===== src/rtl/seq_mult_pkg.sv =====
// Shared types and constants for the sequential shift-and-add multiplier.
// Included by seq_multiplier and its ripple-carry accumulate adder.
package seq_mult_pkg;

    localparam int DATA_W = 64;
    localparam int CNT_W  = 7;

    typedef enum logic [1:0] {
        S_IDLE = 2'd0,
        S_RUN  = 2'd1,
        S_DONE = 2'd2
    } mult_state_t;

    // Keeps only the low n multiplier bits; n >= DATA_W keeps everything.
    function automatic logic [DATA_W-1:0] operand_mask(input int n);
        logic [DATA_W-1:0] m;
        for (int i = 0; i < DATA_W; i++) begin
            m[i] = (i < n);
        end
        return m;
    endfunction

endpackage


===== src/rtl/seq_multiplier_full_adder.sv =====
// full_adder: 64-bit ripple-carry adder used as the multiplier's accumulate path.
// Carry-out of the top bit is intentionally not produced (results wrap mod 2^64).
module full_adder
    import seq_mult_pkg::*;
(
    input  logic [DATA_W-1:0] in1,
    input  logic [DATA_W-1:0] in2,
    output logic [DATA_W-1:0] out
);

    logic [DATA_W-1:0] w_carry;
    logic [DATA_W-1:0] w_half;

    assign w_carry[0] = 1'b0;
    assign w_half     = in1 ^ in2;

    genvar g;
    generate
        for (g = 0; g < DATA_W; g++) begin : g_bit
            assign out[g] = w_half[g] ^ w_carry[g];
            if (g < DATA_W - 1) begin : g_carry
                assign w_carry[g+1] = (in1[g] & in2[g]) | (w_carry[g] & w_half[g]);
            end
        end
    endgenerate

endmodule


===== src/rtl/seq_multiplier.sv =====
// Sequential shift-and-add multiplier: one multiplier bit per cycle, low 64 bits kept.
// Optional macro MULT_EARLY_EXIT_EN ends the run once the remaining multiplier is zero.
//
// state  | meaning
// S_IDLE | ready, waiting for start
// S_RUN  | one shift-and-add step per cycle
// S_DONE | one-cycle done pulse, product valid
module seq_multiplier
    import seq_mult_pkg::*;
#(
    parameter int N = 64
) (
    input  logic              clk,
    input  logic              reset,
    input  logic              start,
    input  logic [DATA_W-1:0] a,
    input  logic [DATA_W-1:0] b,
    output logic              ready,
    output logic              busy,
    output logic              done,
    output logic [DATA_W-1:0] product
);

    localparam logic [DATA_W-1:0] B_MASK = operand_mask(N);
    localparam logic [CNT_W-1:0]  CNT_LAST = CNT_W'(N);

    mult_state_t       r_state;
    mult_state_t       w_state_next;
    logic [DATA_W-1:0] r_mcand;
    logic [DATA_W-1:0] r_mplier;
    logic [DATA_W-1:0] r_acc;
    logic [DATA_W-1:0] r_product;
    logic [CNT_W-1:0]  r_cnt;

    logic [DATA_W-1:0] w_sum;
    logic [DATA_W-1:0] w_acc_step;
    logic [DATA_W-1:0] w_mplier_step;
    logic [CNT_W-1:0]  w_cnt_step;
    logic              w_last_step;

    full_adder u_adder (
        .in1 (r_acc),
        .in2 (r_mcand),
        .out (w_sum)
    );

    assign w_acc_step    = r_mplier[0] ? w_sum : r_acc;
    assign w_mplier_step = r_mplier >> 1;
    assign w_cnt_step    = r_cnt + CNT_W'(1);

`ifdef MULT_EARLY_EXIT_EN
    assign w_last_step = (w_cnt_step == CNT_LAST) || (w_mplier_step == '0);
`else
    assign w_last_step = (w_cnt_step == CNT_LAST);
`endif

    assign product = r_product;

    always_comb begin
        w_state_next = r_state;
        ready        = 1'b0;
        busy         = 1'b0;
        done         = 1'b0;
        case (r_state)
            S_IDLE: begin
                ready = 1'b1;
                if (start) begin
                    w_state_next = S_RUN;
                end
            end
            S_RUN: begin
                busy = 1'b1;
                if (w_last_step) begin
                    w_state_next = S_DONE;
                end
            end
            S_DONE: begin
                busy         = 1'b1;
                done         = 1'b1;
                w_state_next = S_IDLE;
            end
            default: begin
                w_state_next = S_IDLE;
            end
        endcase
    end

    always_ff @(posedge clk) begin
        if (reset) begin
            r_state   <= S_IDLE;
            r_mcand   <= '0;
            r_mplier  <= '0;
            r_acc     <= '0;
            r_cnt     <= '0;
            r_product <= '0;
        end else begin
            r_state <= w_state_next;
            case (r_state)
                S_IDLE: begin
                    if (start) begin
                        r_mcand  <= a;
                        r_mplier <= b & B_MASK;
                        r_acc    <= '0;
                        r_cnt    <= '0;
                    end
                end
                S_RUN: begin
                    r_acc    <= w_acc_step;
                    r_mcand  <= r_mcand << 1;
                    r_mplier <= w_mplier_step;
                    r_cnt    <= w_cnt_step;
                    // Capture on the final step so product is valid throughout S_DONE.
                    if (w_last_step) begin
                        r_product <= w_acc_step;
                    end
                end
                default: begin
                end
            endcase
        end
    end

endmodule


===== config.mk =====
export PLATFORM = sky130hd
export DESIGN_NAME = seq_multiplier
export DESIGN_NICKNAME = d
export VERILOG_FILES = /design/src/rtl/seq_mult_pkg.sv /design/src/rtl/seq_multiplier_full_adder.sv /design/src/rtl/seq_multiplier.sv
export SDC_FILE = /design/constraint.sdc
export NUM_CORES = 1
export LEC_CHECK = 0
export CORE_UTILIZATION = 40
export CTS_CLUSTER_DIAMETER = 30
export DETAILED_ROUTE_END_ITERATION = 8
export GPL_ROUTABILITY_DRIVEN = 0
export GPL_TIMING_DRIVEN = 0
export PLACE_DENSITY = 0.69
export SLEW_MARGIN = 5
export SYNTH_ARGS = -nofsm -noshare
export SYNTH_HDL_FRONTEND = slang
export SYNTH_SLANG_ARGS = --single-unit
export TNS_END_PERCENT = 50

===== constraint.sdc =====
create_clock -name clk -period 57.9 [get_ports clk]
set_input_delay 11.58 -clock clk [delete_from_list [all_inputs] [get_ports clk]]
set_output_delay 11.58 -clock clk [all_outputs]
set_load 0.02 [all_outputs]

==> results of run 1 <==
==> cell usage after synthesis <==
| cell type | n | share of area, % |
|---|---|---|
| nor3_1 | 1 | 0.039 |
| o21ai_1 | 12 | 0.46 |
| o21ai_0 | 54 | 2.1 |
| clkinv_1 | 1 | 0.029 |
| xor2_1 | 2 | 0.14 |
| a2bb2oi_1 | 61 | 4.1 |
| mux2i_1 | 129 | 10 |
| o32a_2 | 1 | 0.087 |
| dfxtp_1 | 265 | 41 |
| a21oi_1 | 74 | 2.9 |
| buf_6 | 5 | 0.44 |
| nand4_1 | 1 | 0.048 |
| a22oi_1 | 4 | 0.23 |
| o32ai_2 | 1 | 0.13 |
| ha_1 | 6 | 0.58 |
| a211o_1 | 1 | 0.068 |
| a32oi_1 | 1 | 0.068 |
| a21o_1 | 1 | 0.058 |
| and3_1 | 3 | 0.15 |
| nand2_1 | 67 | 1.9 |
| o211a_1 | 1 | 0.077 |
| clkbuf_1 | 97 | 2.8 |
| clkbuf_2 | 1 | 0.039 |
| o2111ai_1 | 60 | 4.1 |
| buf_2 | 11 | 0.43 |
| nor2_1 | 207 | 6.0 |
| nor4_2 | 1 | 0.097 |
| fa_1 | 62 | 9.6 |
| nor4_1 | 4 | 0.19 |
| buf_1 | 11 | 0.32 |
| inv_1 | 125 | 3.6 |
| nand3_1 | 4 | 0.15 |
| a211oi_1 | 132 | 7.7 |
| nor3b_1 | 2 | 0.12 |
| nor2b_1 | 2 | 0.097 |
| nand2b_1 | 3 | 0.15 |
==> critical path, delay by kind of cell, from the launching register on <==
family / cells / cell delay, ns
AO/OA/AOI/OAI: 1 / 0.18
XOR/XNOR: 2 / 0.44
adder cells (fa/ha/maj): 63 / 24.56
buffers and inverters: 2 / 0.15
flip-flops: 1 / 0.43
AND/OR/NAND/NOR: 2 / 0.13
==> report_power, final <==
part | internal (uW) | total, uW | switching (uW)
registers | 196 | 204 | 8.59
logic | 35.8 | 86.2 | 50.4
clock network | 273 | 389 | 116
==> metal layers <==
layer / global-route usage (%) / up-vias / wire (um)
met4: 9.93 / 2 / 1280
met2: 36.9 / 382 / 17300
li1: - / 5527 / -
met3: 5.48 / 84 / 2850
met5: 0 / - / 13
met1: 27.9 / 5468 / 15400
==> registers in the layout, summed over array words and instances, names as in the netlist <==
| register | flops |
|---|---|
| r_state | 2 |
| r_acc | 64 |
| product | 64 |
| r_mplier | 64 |
| r_cnt | 7 |
| r_mcand | 64 |
==> logic make-up after synthesis <==
kind of cell,after synthesis,share of synthesized area [%]
compound gates,403,22.0
xor+xnor,2,0.135
fa+ha+maj,68,10.2
buf+inv,251,7.69
flops,265,41.0
mux,129,9.99
simple gates,295,8.99
==> metrics by stage <==
step                hold slack (ns)  instances  util, %
floorplan                     0.454       1413        -
global placement              0.466       2011     48.5
finish                        0.475       2137     56.1
CTS                           0.475       2136     56.1
global route                  0.500       2137     56.1
detailed placement            0.469       2011     48.5
==> how the worst max path moves through the flow <==
stage / slack [ns] / to / cells past startpoint / from
floorplan: 33.52 / r_acc[63] / 70 / r_mcand[0]
finish: 31.85 / r_acc[63] / 70 / r_mcand[0]
detailed placement: 31.98 / r_acc[63] / 70 / r_mcand[0]
global route: 30.99 / r_acc[63] / 70 / r_mcand[0]
global placement: 32.17 / r_acc[63] / 70 / r_mcand[0]
CTS: 31.86 / r_acc[63] / 70 / r_mcand[0]
==> cell type report <==
cell class / count / area, sq um
Timing Repair Buffer: 196 / 1960
Tap cell: 402 / 503
Multi-Input combinational cell: 897 / 6630
Clock buffer: 87 / 1920
Fill cell: 2754 / 13900
Buffer: 125 / 522
Inverter: 126 / 473
Antenna cell: 1 / 2.50
Sequential cell: 265 / 5310
Clock inverter: 38 / 489
==> layout by cell type, fill, tap and decap left out, types with 12 or more instances in the layout <==
cell type        netlist  layout
a211oi_1             132     132
a21oi_1               74      74
a2bb2oi_1             61      61
clkbuf_1              97     104
clkbuf_16              0      70
clkdlybuf4s50_1        0     196
clkinv_2               0      12
dfxtp_1              265     265
fa_1                  62      62
inv_1                125     125
mux2i_1              129     129
nand2_1               67      67
nor2_1               207     207
o2111ai_1             60      60
o21ai_0               54      54
o21ai_1               12      12
==> results.txt, run 1 <==
----------------------------------------------------
[GRT]
  Number of antenna violations at the first check in global routing ... 2
  Gr ovfl total ... 0
  Via count of the first global-routing pass ... 12000
  Global-route wire length before repair ... 60000 um
  Pin count of the biggest net entering global routing ... 11
  Gr usage total ... 22.5%

[Placed design]
  Count of input and output buffers ... 196
  Cell area reported after detailed placement ... 15400 sq um
  Post-DP HPWL ... 26000 um
  Place WS ... 31.98 ns

[Critical path]
  WP data required ... 58.29 ns
  CP peak stage delay ... 0.43 ns
  Terminus of the critical flop-to-flop path ... r_acc[63]
  Worst-case reg-to-reg path depth ... 70
  Critical path capture point type ... flop
  Most frequent CP cell ... fa_1
  Path type of the worst setup path ... flop to flop
  Highest net fanout along the worst path ... 4
  Arrival time of the worst setup path ... 26.44 ns
  Register-to-register setup slack ... 31.85 ns
  CP startpoint kind ... flop
  Worst-path cell with the longest stage delay ... dfxtp_1
  Reg2reg start ... r_mcand[0]

[Clocking]
  Clock tree buffer depth ... 3
  Setup Fix Bufs, Post-CTS ... 0
  Hold-fix buffer count after cts ... 0
  Deepest level of the CTS H-tree ... 3
  Insertion delay of the later-clocked pin in the worst-skew pair ... 0.55 ns
  CTS buffer count ... 70
  Number of gates given a new drive strength after cts ... 0
  Clock slew at the register clock pins of the worst setup and hold paths ... 0.04 ns
  CTS sink cnt ... 265
  CTS tree ... yes
  CTS root buf ... clkbuf_16

[Timing]
  Worst-Margin Slew ... 1.17 ns
  Minimum period implied by the final worst setup slack ... 26.05 ns
  Fin crit share ... 45.0%
  Fmax ... 38.4 MHz
  Fin. Hold Viols ... 0
  Tightest slew margin relative to the limit ... 21.5%
  Clock tree skew after final layout ... 0.0355 ns
  RSZ-0062 raised after global routing ... false
  Final-report setup violation count ... 0
  Max-slew violation count ... 0
  Setup tns final ... 0 ns
  Final setup slack of the worst path ... 31.85 ns

[Floorplanning]
  Area of the core region ... 31700 sq um
  Initial core utilization ... 40.8%
  Die Area ... 33100 sq um
  Boundary pin count ... 198
  Die span in y ... 182 um
  Die X ... 182 um
  Site Rows ... 65

[Routing]
  Average routed wire per standard cell ... 17.3 um
  Drt initial violations ... 808
  Overall via count from detail_route ... 11500
  Detailed-route wire length ... 36900 um
  Via count normalized by instance count ... 5.36
  Total DRC errors in the routed layout ... 0
  DRT Pass-1 Iters ... 5
  Antenna Nets Post-Route ... 0

[Layout]
  Share of layout cells above drive strength 1 ... 7.96%
  Final nets ... 1880
  Post-route cell area ... 17800 sq um
  Area added between synthesis and finish ... 37.7%

[Run status]
  Status ... finished clean

[Logic synthesis]
  Net count after synthesis ... 1612
  Average cell area after synthesis ... 9.15 sq um
  Number of warnings printed during yosys synthesis ... 0
  Unique masters post-synth ... 36
  Flip-flop and latch count after synthesis ... 265
  Cell area after technology mapping ... 12900 sq um
  Part of the Yosys area used for sequential elements ... 41.0%
  Number of instances in the synthesized netlist ... 1413

[Worst hold path]
  Min-Delay Path Class ... flop to flop
  Start point of the worst hold path ... product[39]
  Hold-critical path endpoint ... product[39]
  Worst hold path cell count ... 2

[Run]
  Total of max-cap violations ... 0

[Power]
  Static Leak ... 0.00616 uW
  Power Density ... 38.2 nW/um^2
  Peak VDD IR ... 0.0256 mV
  Sum of internal, switching and leakage power ... 680 uW

----------------------------------------------------
No activity file was read; power rests on OpenSTA's default activity.
==> run 2: changes to the inputs <==
--- a/config.mk
+++ b/config.mk
@@ -10,7 +10,7 @@
 export DETAILED_ROUTE_END_ITERATION = 8
 export GPL_ROUTABILITY_DRIVEN = 0
 export GPL_TIMING_DRIVEN = 0
-export PLACE_DENSITY = 0.69
+export PLACE_DENSITY = 0.72
 export SLEW_MARGIN = 5
 export SYNTH_ARGS = -nofsm -noshare
 export SYNTH_HDL_FRONTEND = slang
==> constraint.sdc (replaced) <==
create_clock -name clk -period 21.4 [get_ports clk]
set_input_delay 4.28 -clock clk [delete_from_list [all_inputs] [get_ports clk]]
set_output_delay 4.28 -clock clk [all_outputs]
set_load 0.02 [all_outputs]
==> results.txt, run 2 (synthesis results as in run 1) <==
----------------------------------------------------
[GRT]
  Number of antenna violations at the first check in global routing ... 0 (was 2)
  Fraction of met1 tracks used by global routing ... 28.5% (was 27.9%)
  Global routing met2 resource utilization ... 37.4% (was 36.9%)
  Via count of the first global-routing pass ... 11800 (was 12000)
  GR Util met3 ... 6.56% (was 5.48%)
  Gr usage total ... 23.1% (was 22.5%)
  Top Usage Layer GRT ... met2 (unchanged)
  Global-route wire length before repair ... 61300 um (was 60000 um)
  Pin count of the biggest net entering global routing ... 11 (unchanged)
  Gr ovfl total ... 0 (unchanged)

[Critical path]
  Highest net fanout along the worst path ... 2 (was 4)
  Path type of the worst setup path ... flop to flop (unchanged)
  CP startpoint kind ... flop (unchanged)
  Critical path capture point type ... flop (unchanged)
  WP data required ... 21.82 ns (was 58.29 ns)
  Arrival time of the worst setup path ... 23.32 ns (was 26.44 ns)
  CP peak stage delay ... 0.38 ns (was 0.43 ns)
  Worst-path cell with the longest stage delay ... fa_2 (was dfxtp_1)
  Count of buffering cells on the critical path with inverters included ... 2 (unchanged)
  Most frequent CP cell ... fa_2 (was fa_1)
  Largest delay contributor family on the critical path ... adder cells (unchanged)

[Run]
  Total of max-cap violations ... 0 (unchanged)

[Clocking]
  CTS tree ... yes (unchanged)
  CTS buffer count ... 67 (was 70)
  Deepest level of the CTS H-tree ... 3 (unchanged)
  Clock slew at the register clock pins of the worst setup and hold paths ... 0.05 ns (was 0.04 ns)
  Insertion delay of the later-clocked pin in the worst-skew pair ... 0.54 ns (was 0.55 ns)
  CTS sink cnt ... 265 (unchanged)
  CTS root buf ... clkbuf_16 (unchanged)
  Clock tree buffer depth ... 3 (unchanged)

[Timing]
  Hold_ws ... 0.473 ns (was 0.475 ns)
  Fin. Hold Viols ... 0 (unchanged)
  RSZ-0062 raised after global routing ... true (was false)
  Final-report setup violation count ... 12 (was 0)
  Clock tree skew after final layout ... 0.0193 ns (was 0.0355 ns)
  Fmax ... 43.7 MHz (was 38.4 MHz)
  Worst-Margin Slew ... 1.05 ns (was 1.17 ns)
  Setup tns final ... -10.37 ns (was 0 ns)
  Minimum period implied by the final worst setup slack ... 22.90 ns (was 26.05 ns)
  Final setup slack of the worst path ... -1.50 ns (was 31.85 ns)
  Tightest slew margin relative to the limit ... 29.7% (was 21.5%)
  Max-slew violation count ... 0 (unchanged)
  Fin crit share ... 107% (was 45.0%)

[Layout]
  Area added between synthesis and finish ... 38.8% (was 37.7%)
  Core occupancy in the finished layout ... 56.6% (was 56.1%)
  Final nets ... 1879 (was 1880)
  Most used cells in the layout excluding fill and tap cells ... 263 x dfxtp_1, 207 x nor2_1, 196 x clkdlybuf4s50_1 (was 265 x dfxtp_1, 207 x nor2_1, 196 x clkdlybuf4s50_1)
  Share of layout cells above drive strength 1 ... 12.2% (was 7.96%)
  Most common library cell in the layout ignoring fill and taps ... dfxtp_1 (unchanged)
  Antenna fix cells ... 0 (was 1)

[Power]
  Peak VDD IR ... 0.0682 mV (was 0.0256 mV)
  Power Density ... 101 nW/um^2 (was 38.2 nW/um^2)
  Sum of internal, switching and leakage power ... 1810 uW (was 680 uW)
  Static Leak ... 0.00619 uW (was 0.00616 uW)

[Worst hold path]
  Min-Delay Path Class ... flop to flop (unchanged)

[Placed design]
  Place WS ... -1.47 ns (was 31.98 ns)
  Post-DP HPWL ... 26100 um (was 26000 um)
  Count of input and output buffers ... 196 (unchanged)

[Routing]
  Antenna Nets Post-Route ... 0 (unchanged)
  Average routed wire per standard cell ... 17.7 um (was 17.3 um)
  Total DRC errors in the routed layout ... 0 (unchanged)
  DRT Pass-1 Iters ... 5 (unchanged)
  Detailed-route wire length ... 37700 um (was 36900 um)
  Drt initial violations ... 764 (was 808)
  Via count normalized by instance count ... 5.40 (was 5.36)
  Overall via count from detail_route ... 11500 (about the same)

[Floorplanning]
  Boundary pin count ... 198 (unchanged)
  Die Area ... 33100 sq um (unchanged)
  Die X ... 182 um (unchanged)
  Initial core utilization ... 40.8% (unchanged)
  Site Rows ... 65 (unchanged)
  Area of the core region ... 31700 sq um (unchanged)
  Die span in y ... 182 um (unchanged)

[Run status]
  Violated checks ... negative setup slack
  Status ... finished with violations (was finished clean)

----------------------------------------------------
[run 2: cell types whose count changed in the layout (fill, tap and decap cells not counted), moves of 3 or more]
cell,previous run,this run
fa_1,62,0
fa_2,0,62
clkinvlp_4,10,3
a2bb2oi_1,61,57
a2bb2oi_2,0,4
o2111ai_1,60,56
o2111ai_2,0,4
clkbuf_16,70,67
[run 2: path summary, 6_finish.rpt]
kind	start	endpoint	slack, ns	depth (start not counted)
max	r_mcand[0]	r_acc[63]	-1.50	70
max reg2reg	r_mcand[0]	r_acc[63]	-1.50	70
min reg2reg	product[28]	product[28]	0.47	2
min	product[28]	product[28]	0.47	2
[run 2: area by class of cell]
class | count | area [sq um]
flip-flops and latches | 265 | 5310
clock buffers | 88 | 1880
well taps | 402 | 503
fillers | 2753 | 13800
clock inverters | 33 | 425
multi-input cells | 897 | 6860
repair buffers | 198 | 1980
inverters | 126 | 473
plain buffers | 125 | 522
[run 2: metal layers]
layer  vias up  wire length (um)
li1       5505                 -
met1      5539             15800
met2       381             17700
met3        96              2830
met4         0              1330
met5         -                 0
[run 2: metrics by stage]
step,cells,cell area [sq um]
6_report,2134,17900
4_1_cts,2134,17900
3_3_place_gp,2011,15600
5_1_grt,2134,17900
3_5_place_dp,2011,15600
2_1_floorplan,1413,13100
[run 2: timing repair]
action                     CTS  global route
hold endpoints to repair     0             0
hold buffers                 0             0
resized for setup            9             5
setup buffers                2             0
pin swaps                    4             4
setup endpoints to repair   12            14
[run 2: worst reg2reg max path: cells and delay by family, from the launching register on]
family	cells	cell delay [ns]
flops	1	0.37
fa+ha+maj	63	21.63
buf+inv	2	0.10
simple gates	2	0.17
xor+xnor	2	0.36
compound gates	1	0.17
[run 2: report_power, final]
| part | leakage [uW] | internal [uW] | switching [uW] |
|---|---|---|---|
| combinational | 0.00289 | 99.4 | 140 |
| sequential | 0.00217 | 529 | 23.9 |
| clock | 0.00113 | 711 | 308 |
| total | 0.00619 | 1340 | 472 |
==> run 3: changes to the inputs <==
--- a/config.mk
+++ b/config.mk
@@ -10,6 +10,7 @@
 export DETAILED_ROUTE_END_ITERATION = 8
 export GPL_ROUTABILITY_DRIVEN = 0
 export GPL_TIMING_DRIVEN = 0
+export HOLD_SLACK_MARGIN = 0.05
 export PLACE_DENSITY = 0.72
 export SLEW_MARGIN = 5
 export SYNTH_ARGS = -nofsm -noshare
==> results of run 3 <==
Final layout, timing and power as in run 2 (identical DEF).
